--- src/rtl/alu_simd_serial_pkg.sv ---
// Shared types for the serial SIMD add/sub block: FSM states and lane operation.
package alu_simd_pkg;

    typedef enum logic [1:0] {
        IDLE = 2'd0,
        CALC = 2'd1,
        DONE = 2'd2
    } state_t;

    typedef enum logic {
        OP_ADD = 1'b0,
        OP_SUB = 1'b1
    } op_t;

endpackage

--- src/rtl/alu_simd_serial_if.sv ---
// Vector-in / vector-out bus of the serial SIMD add/sub block.
// Handshake: a transfer happens on a rising edge where valid and ready are both 1;
// the sender holds its payload stable from raising valid until that edge.
interface alu_simd_serial_if #(
    parameter int N = 4,
    parameter int W = 10
);
    logic         valid_i;
    logic         ready_o;
    logic         op_i;
    logic [W-1:0] a_i [N];
    logic [W-1:0] b_i [N];
    logic         valid_o;
    logic         ready_i;
    logic [W-1:0] res_o [N];
    logic [N-1:0] carry_o;

    modport slave (
        input  valid_i, op_i, a_i, b_i, ready_i,
        output ready_o, valid_o, res_o, carry_o
    );

    modport master (
        output valid_i, op_i, a_i, b_i, ready_i,
        input  ready_o, valid_o, res_o, carry_o
    );
endinterface

--- src/rtl/alu_simd_serial_lane_addsub.sv ---
// Single shared W-bit add/sub unit; carry_o is carry-out on add, unsigned borrow on sub.
module lane_addsub
    import alu_simd_pkg::*;
#(
    parameter int W = 10
) (
    input  op_t          op_i,
    input  logic [W-1:0] a_i,
    input  logic [W-1:0] b_i,
    output logic [W-1:0] res_o,
    output logic         carry_o
);
    logic [W:0] sum;

    // The W+1-bit difference wraps negative, so its MSB is exactly the borrow.
    always_comb begin
        sum = '0;
        if (op_i == OP_SUB) begin
            sum = {1'b0, a_i} - {1'b0, b_i};
        end else begin
            sum = {1'b0, a_i} + {1'b0, b_i};
        end
    end

    assign res_o   = sum[W-1:0];
    assign carry_o = sum[W];
endmodule

--- src/rtl/alu_simd_serial.sv ---
// Serial SIMD add/sub: captures one N-lane vector, computes one lane per cycle
// through a single lane_addsub, then presents the whole result vector.
module alu_simd_serial
    import alu_simd_pkg::*;
#(
    parameter int N = 4,
    parameter int W = 10
) (
    input  logic                clk_i,
    input  logic                rst_i,
    alu_simd_serial_if.slave    bus,
    output state_t              dbg_state_o
);
    localparam int            IW   = $clog2(N);
    localparam logic [IW-1:0] LAST = IW'(N - 1);

    state_t         state_q, state_d;
    logic [IW-1:0]  idx_q, idx_d;
    op_t            op_q, op_d;
    logic [W-1:0]   a_q [N];
    logic [W-1:0]   a_d [N];
    logic [W-1:0]   b_q [N];
    logic [W-1:0]   b_d [N];
    logic [W-1:0]   res_q [N];
    logic [W-1:0]   res_d [N];
    logic [N-1:0]   carry_q, carry_d;
    logic           valid_q, valid_d;

    logic [W-1:0]   lane_res;
    logic           lane_carry;

    lane_addsub #(.W(W)) u_lane (
        .op_i    (op_q),
        .a_i     (a_q[idx_q]),
        .b_i     (b_q[idx_q]),
        .res_o   (lane_res),
        .carry_o (lane_carry)
    );

    always_comb begin
        state_d = state_q;
        idx_d   = idx_q;
        op_d    = op_q;
        a_d     = a_q;
        b_d     = b_q;
        res_d   = res_q;
        carry_d = carry_q;
        case (state_q)
            IDLE: begin
                if (bus.valid_i) begin
                    a_d     = bus.a_i;
                    b_d     = bus.b_i;
                    op_d    = op_t'(bus.op_i);
                    idx_d   = '0;
                    state_d = CALC;
                end
            end
            CALC: begin
                res_d[idx_q]   = lane_res;
                carry_d[idx_q] = lane_carry;
                if (idx_q == LAST) begin
                    state_d = DONE;
                end else begin
                    idx_d = idx_q + IW'(1);
                end
            end
            DONE: begin
                if (bus.ready_i) begin
                    state_d = IDLE;
                end
            end
            default: state_d = IDLE;
        endcase
        // valid_o is a flop that tracks the next state, so it is high exactly in DONE.
        valid_d = (state_d == DONE);
    end

    always_ff @(posedge clk_i) begin
        if (rst_i) begin
            state_q <= IDLE;
            idx_q   <= '0;
            op_q    <= OP_ADD;
            a_q     <= '{default: '0};
            b_q     <= '{default: '0};
            res_q   <= '{default: '0};
            carry_q <= '0;
            valid_q <= 1'b0;
        end else begin
            state_q <= state_d;
            idx_q   <= idx_d;
            op_q    <= op_d;
            a_q     <= a_d;
            b_q     <= b_d;
            res_q   <= res_d;
            carry_q <= carry_d;
            valid_q <= valid_d;
        end
    end

    assign bus.ready_o = (state_q == IDLE);
    assign bus.valid_o = valid_q;
    assign bus.res_o   = res_q;
    assign bus.carry_o = carry_q;
    assign dbg_state_o = state_q;
endmodule

--- src/flat_wrapper.sv ---
// flat-port wrapper written by rule: the top's interface ports become plain ports
module alu_simd_serial_flat import alu_simd_pkg::*;
#(
    parameter int N = 4,
    parameter int W = 10
)
  (clk_i, rst_i, dbg_state_o, bus_valid_i, bus_op_i, bus_a_i, bus_b_i, bus_ready_i, bus_ready_o, bus_valid_o, bus_res_o, bus_carry_o);
  alu_simd_serial_if #(.N(N), .W(W)) bus_i ();
  input  logic clk_i;
  input  logic rst_i;
  output state_t dbg_state_o;
  input wire logic [$bits(bus_i.valid_i)-1:0] bus_valid_i;
  input wire logic [$bits(bus_i.op_i)-1:0] bus_op_i;
  input wire logic [$bits(bus_i.a_i)-1:0] bus_a_i;
  input wire logic [$bits(bus_i.b_i)-1:0] bus_b_i;
  input wire logic [$bits(bus_i.ready_i)-1:0] bus_ready_i;
  output wire logic [$bits(bus_i.ready_o)-1:0] bus_ready_o;
  output wire logic [$bits(bus_i.valid_o)-1:0] bus_valid_o;
  output wire logic [$bits(bus_i.res_o)-1:0] bus_res_o;
  output wire logic [$bits(bus_i.carry_o)-1:0] bus_carry_o;
  assign bus_i.valid_i = bus_valid_i;
  assign bus_i.op_i = bus_op_i;
  assign bus_i.a_i = {>>{bus_a_i}};
  assign bus_i.b_i = {>>{bus_b_i}};
  assign bus_i.ready_i = bus_ready_i;
  assign bus_ready_o = bus_i.ready_o;
  assign bus_valid_o = bus_i.valid_o;
  assign bus_res_o = {>>{bus_i.res_o}};
  assign bus_carry_o = bus_i.carry_o;
  alu_simd_serial #(.N(N), .W(W)) u_core (.clk_i(clk_i), .rst_i(rst_i), .bus(bus_i), .dbg_state_o(dbg_state_o));
endmodule
--- config.mk ---
export PLATFORM = sky130hd
export DESIGN_NAME = alu_simd_serial_flat
export DESIGN_NICKNAME = d
export VERILOG_FILES = /design/src/rtl/alu_simd_serial_pkg.sv /design/src/rtl/alu_simd_serial_if.sv /design/src/rtl/alu_simd_serial_lane_addsub.sv /design/src/rtl/alu_simd_serial.sv /design/src/flat_wrapper.sv
export SDC_FILE = /design/constraint.sdc
export NUM_CORES = 1
export LEC_CHECK = 0
export CAP_MARGIN = 15
export CORE_MARGIN = 2
export CORE_UTILIZATION = 45
export CTS_BUF_LIST = sky130_fd_sc_hd__clkbuf_4
export DETAILED_ROUTE_END_ITERATION = 12
export GPL_TIMING_DRIVEN = 0
export PLACE_DENSITY = 0.81
export REMOVE_ABC_BUFFERS = 1
export SKIP_LAST_GASP = 1
export SYNTH_ARGS = -nofsm -noshare
export SYNTH_HDL_FRONTEND = slang
export SYNTH_HIERARCHICAL = 1
export SYNTH_SLANG_ARGS = --single-unit
--- constraint.sdc ---
create_clock -name clk_i -period 4.6 [get_ports clk_i]
set_input_delay 1.15 -clock clk_i [delete_from_list [all_inputs] [get_ports clk_i]]
set_output_delay 1.15 -clock clk_i [all_outputs]
set_load 0.02 [all_outputs]
After elaboration in Yosys (flattened, before gate mapping)
Cells that the tools add are included.

Register bits after elaboration: 130. Bits of input ports: 85. Logic and storage cells: 57.

$add $sub $neg: 3. Magnitude comparators: 4. Equal/unequal tests: 6. Mux-type cells: 20. Bitwise gates (word level): 1. Reduce and logical (&&, ||, !) cells: 6.

Operators by type and width (count): 2-to-1 mux 10 bit (5); binary-select mux 10 bit (select 2 bit) (2); bitwise mux 40 bit (1); demux 10 bit (select 2 bit) (1); adder 10 x 10 -> 11 bit (1); 2-to-1 mux 11 bit (1); subtractor 10 x 10 -> 11 bit (1); 2-to-1 mux 2 bit (5); == test 2 bit (second input constant) (3); one-hot mux 2 bit (3 select lines) (1); bitwise mux 4 bit (1); != test 2 bit (second input constant) (2); one-hot mux 2 bit (2 select lines) (1); greater-or-equal comparator 3 bit (second input constant) (1); < comparator 2 x 3 -> 1 bit (second input constant) (1); < comparator 3 x 1 -> 1 bit (second input constant) (1); inverter 2 -> 3 bit (1); AND reduction 3 bit (1); adder 2 x 1 -> 2 bit (second input constant) (1); demux 1 bit (select 2 bit) (1); == test 2 x 1 -> 1 bit (second input constant) (1); greater-or-equal comparator 2 x 1 -> 1 bit (second input constant) (1); logical AND 1 bit (2); logical NOT 2 bit (1); 3 further kinds (3).

Depth between registers and ports, before layout
Word-level depth: 7. Depth in mapped cells: 14. Gate-level depth less buffers: 13.

Modules after synthesis
Netlist, hierarchy kept.

By module, submodules not included: alu_simd_serial (times used 1, cells each 551, area an instance 5175.0 µm², seq. area each 2602.5 µm²); lane_addsub (times used 1, cells each 85, area an instance 655.6 µm², seq. area each 0.0 µm²).

Worst setup path after synthesis
OpenSTA, ideal clock, no wires.

Path kind: register -> register. Start point: register u_core.idx_q[0]. End point: register u_core.carry_q[0] (netlist: u_core/bus.carry_o[0]). Arrival time: 3.508 ns. Setup slack: 1.026 ns. Stages on the path, launching flop included: 15. Buffers on the path: 1. Clock period less this slack: 3.574 ns. Cells stage by stage: dfxtp_1 -> buf_4 -> mux4_2 -> nor3_1 -> and3_1 -> nor2_1 -> xnor2_1 -> ha_1 -> and3_4 -> a2111oi_4 -> o21ai_2 -> a21oi_2 -> xor2_1 -> mux2i_1 -> nor2_1.

Word-level cells in the longest chain between the ends: 7. Elaborated cells between the ends (all ways): 16. Those cells by class: add/sub: 2; order compare: 2; mux: 10; bitwise: 1; reduce/logical: 1.

RTL lines: start, declared (RTL line alu_simd_serial.sv:18) `logic [IW-1:0] idx_q, idx_d;`; start signal, assigned (RTL line alu_simd_serial.sv:90) `idx_q <= idx_d;`; inverter 2 -> 3 bit (not written as such) * (RTL line alu_simd_serial.sv:34, alu_simd_serial.sv:35); binary-select mux 10 bit (select 2 bit) (on tied branches) (RTL line alu_simd_serial.sv:34, alu_simd_serial.sv:35); 2-to-1 mux 10 bit (on tied branches) (2 in series) (RTL line alu_simd_serial.sv:34, alu_simd_serial.sv:35); adder 10 x 10 -> 11 bit or subtractor 10 x 10 -> 11 bit (tied branches) (RTL line alu_simd_serial_lane_addsub.sv:21, alu_simd_serial_lane_addsub.sv:19); 2-to-1 mux 11 bit * (RTL line alu_simd_serial_lane_addsub.sv:18) `if (op_i == OP_SUB) begin`; named net u_core.lane_carry (RTL line alu_simd_serial.sv:30) `logic lane_carry;`; bitwise mux 4 bit * (RTL line alu_simd_serial.sv:60) `carry_d[idx_q] = lane_carry;`; end signal, assigned (RTL line alu_simd_serial.sv:95) `carry_q <= carry_d;`; end, declared (RTL line alu_simd_serial.sv:26) `logic [N-1:0] carry_q, carry_d;`.

Mark *: on every way through the listed nets, which the timed path passes. The rest lies on a longest branch. The select of a mux whose other input is x is not followed. A chain may end at the register's enable or synchronous reset.

Worst setup path after layout
Start point: register u_core.idx_q[0]. End point: register u_core.res_q, in the netlist u_core/bus.res_o[18].

Word-level cells in the longest chain between the ends: 7. Elaborated cells between the ends (all ways): 16. Those cells by class: add/sub: 2; order compare: 2; mux: 10; bitwise: 1; reduce/logical: 1.

RTL lines: inverter 2 -> 3 bit (not written as such) * (RTL line alu_simd_serial.sv:34, alu_simd_serial.sv:35); binary-select mux 10 bit (select 2 bit) (on tied branches) (RTL line alu_simd_serial.sv:34, alu_simd_serial.sv:35); 2-to-1 mux 10 bit (on tied branches) (2 in series) (RTL line alu_simd_serial.sv:34, alu_simd_serial.sv:35); adder 10 x 10 -> 11 bit or subtractor 10 x 10 -> 11 bit (tied branches) (RTL line alu_simd_serial_lane_addsub.sv:21, alu_simd_serial_lane_addsub.sv:19); 2-to-1 mux 11 bit * (RTL line alu_simd_serial_lane_addsub.sv:18); named net u_core.lane_res[8] (RTL line alu_simd_serial.sv:29) `logic [W-1:0] lane_res;`; bitwise mux 40 bit * (RTL line alu_simd_serial.sv:59) `res_d[idx_q] = lane_res;`; end signal, assigned (RTL line alu_simd_serial.sv:94) `res_q <= res_d;`; end, declared (RTL line alu_simd_serial.sv:24) `logic [W-1:0] res_q [N];`.

Marked as above.

==> results.toml <==
[min_path]
hp-class = "flop to flop"

[drt]
drc = 0
drt_iter0_drc = 309
met2_wirelength_mm = 6.59
routed-via-count = 4698
wl_met1_mm = 5.81
final_antenna_net_count = 0
wl_met3_um = 591
first_pass_iters = 5
top_layer = "met4"
drt-total-wl_mm = 13.2
routed_via_density = 5.04
routedWlPerCell_um = 14.1

[outcome]
status = "complete, no violations"

[global_routing]
grt_pass1_wl_mm = 21.4
grt_max_degree = 84
grt_remaining_overflow = 0
grt_use_total_pct = 19.1
antenna_found_initial = 0
grt_pass1_vias = 4609

[logic_synthesis]
syn_avg_cell_area_um2 = 9.17
syn_area_mm2 = 0.00583
synth_cells = 636
ys_seq_area_share_pct = 44.6
yosysWarnings = 6
yosys_register_bits = 130
ys_types = 42

[sta]
layout_setup_ws_ns = 0.471
hold_violations = 0
slew_violations = 0
clock_skew_ns = 0.0156
period_minus_slack_ns = 4.13
hold_ws_ns = 0.460
max_freq_mhz = 242
grt_setup_unrepaired = "no"
relSlewSlack_pct = 37.1
final-setup-viol-count = 0
max_slew.worst_pin.slew_ns = 0.943
final.period_utilization_pct = 89.8

[worst_setup_path]
crit_buf_inv = 0
critPathCaptureType = "flop"
crit_chain = "mux4_2 > nor3_1 > and3_1 > nor2_1 > xnor2_1 > ha_1 > and3_4 > a2111oi_4 > o21bai_1 > a21oi_2 > xnor2_1 > mux2i_1 > nor2_1"
critical_path.top_delay_family = "simple AND/OR/NAND/NOR gates"
start_kind = "flop"
cpPeakStageDelay_ns = 0.68
required_ns = 5.03
worstSetupPathType = "flop to flop"
worst-path-max-fanout = 25
critPathSlowestCell = "dfxtp_4"
arrival_ns = 4.56

[floorplanning]
die_w_um = 118
ios = 133
die_area_mm2 = 0.0139
initial_core_util_pct = 46.2
rows = 41
die-height_um = 118
coreArea_mm2 = 0.0126

[pwr]
ir_worst_vdd_mv = 0.181
power_leakage_uw = 0.00308
pwr-share-clk_pct = 31.8
combPwrFrac_pct = 24.4
internal_power_uw = 2010
swShare_pct = 28.9
p_switching_uw = 816
pwr-share-seq_pct = 43.8
power_density_mw_per_mm2 = 376

[layout]
diodes = 0
syn_to_final_growth_pct = 29.1
final_common_cell = "nand2_1"
drive_gt1_share_pct = 8.41
layout_common_cells = "nand2_1, clkdlybuf4s50_1, dfxtp_1"
layout.nets = 852

[clock_network]
h-tree-depth = 4
clk_latency_ns = 0.50
cts_root_buffer = "clkbuf_4"
cts_tree = "done"
clkTransAtPathRegs_ns = 0.10
numCtsBuffers = 17
hold_buffers = 0
cts_sinks = 130
cts_setup_buffers = 0
max-clock-path-buffers = 2

[placement]
pre_cts_slack_ns = 0.226
dp.final_hpwl_mm = 9.59
port_buffers = 132
gp_congestion = 0.790

[run]
cap_viol_max_count = 0
## through the flow
stage                     utilization [%]  power (uW)  TNS (ns)  cell area [um2]  cells
after global routing                 59.7        2970         0             7530    933
after floorplan                         -        1690         0             5550    593
after detailed placement             57.0        1950         0             7190    902
after global placement               56.1        1920    -79.27             7080    897
final                                59.7        2830         0             7530    933
after CTS                            59.6        2850         0             7530    933
## synthesized netlist by cell type, drive strengths merged
cell type  instances  area (um2)
a2111oi            1        27.5
a21o               3        22.5
a21oi             91         467
a31oi              4        25.0
a41oi              1        8.76
and2               1        6.26
and3               3        23.8
buf               26         221
clkbuf            17        63.8
dfxtp            130        2600
fa                 1        20.0
ha                17         213
inv               11        41.3
mux2i             45         450
mux4              20         450
nand2            163         612
nand2b             3        18.8
nand3              1        5.00
nand3b             5        37.5
nand4              1        6.26
nor2              51         191
nor2b              2        12.5
nor3               5        25.0
nor3b              1        12.5
nor4               1        6.26
o211ai             1        7.51
o21a               1        7.51
o21ai              4        23.8
o21bai             1        7.51
o311a              1        10.0
o31a               1        8.76
o31ai              1        7.51
o32ai              1        8.76
or3                2        12.5
or3b               3        26.3
xnor2             11        96.3
xor2               5        43.8
## logic make-up after synthesis
group	count (synthesis)	share of synthesized area [%]
flip-flops	130	44.6
AND/OR/NAND/NOR	242	17.1
buffers and inverters	54	5.60
adder cells (fa/ha/maj)	18	3.99
multiplexers	65	15.5
XOR/XNOR	16	2.40
AO/OA/AOI/OAI	111	10.8
## worst register-to-register path: stages (launching register included)
cell,delay (ns)
dfxtp_4,0.68
mux4_2,0.66
nor3_1,0.45
and3_1,0.29
nor2_1,0.07
xnor2_1,0.14
ha_1,0.35
and3_4,0.19
a2111oi_4,0.43
o21bai_1,0.14
a21oi_2,0.16
xnor2_1,0.25
mux2i_1,0.14
nor2_1,0.12
## power groups by stage
| stage | clock network (uW) | logic [uW] | registers [uW] |
|---|---|---|---|
| after floorplan | 0 | 410 | 1280 |
| after global placement | 0 | 655 | 1260 |
| after detailed placement | 0 | 687 | 1270 |
| after CTS | 923 | 690 | 1240 |
| after global routing | 968 | 753 | 1250 |
| final | 900 | 691 | 1240 |
## path summary, 6_finish.rpt
kind / from / endpoint / slack (ns) / depth (start not counted)
worst min register to register: u_core/b_q[29]$_SDFFE_PP0P_ / u_core/b_q[29]$_SDFFE_PP0P_ / 0.46 / 2
worst max-delay path: u_core/idx_q[0]$_SDFFE_PP0P_ / u_core/bus.res_o[18]$_SDFFE_PP0P_ / 0.47 / 13
worst min-delay path: u_core/b_q[29]$_SDFFE_PP0P_ / u_core/b_q[29]$_SDFFE_PP0P_ / 0.46 / 2
worst max register to register: u_core/idx_q[0]$_SDFFE_PP0P_ / u_core/bus.res_o[18]$_SDFFE_PP0P_ / 0.47 / 13
## flip-flops by register name, summed over array words and instances (netlist names)
register,count
u_core/bus.res_o,40
u_core/b_q,40
u_core/op_q,1
u_core/idx_q,2
u_core/a_q,40
u_core/bus.valid_o,1
u_core/dbg_state_o,2
u_core/bus.carry_o,4
## routing by layer
metal | GRT usage (%) | vias to the layer above
met2 | 33.7 | 128
met3 | 4.12 | 15
met5 | 0 | -
li1 | - | 2369
met4 | 6.10 | 0
met1 | 23.1 | 2186
## cell type report
type | count | area [um2]
clock buffer | 20 | 150
clock inverter | 11 | 186
fill | 1110 | 5090
inverter | 11 | 41.3
multi-input combinational | 452 | 2910
sequential | 130 | 2610
tap | 172 | 215
timing repair buffer | 137 | 1420
## repair_timing
action	in CTS	in global routing
hold endpoints to repair	0	0
gates resized for setup	0	1
endpoints found under the setup margin	0	8
Note: power is estimated with default switching activity, not from simulation.
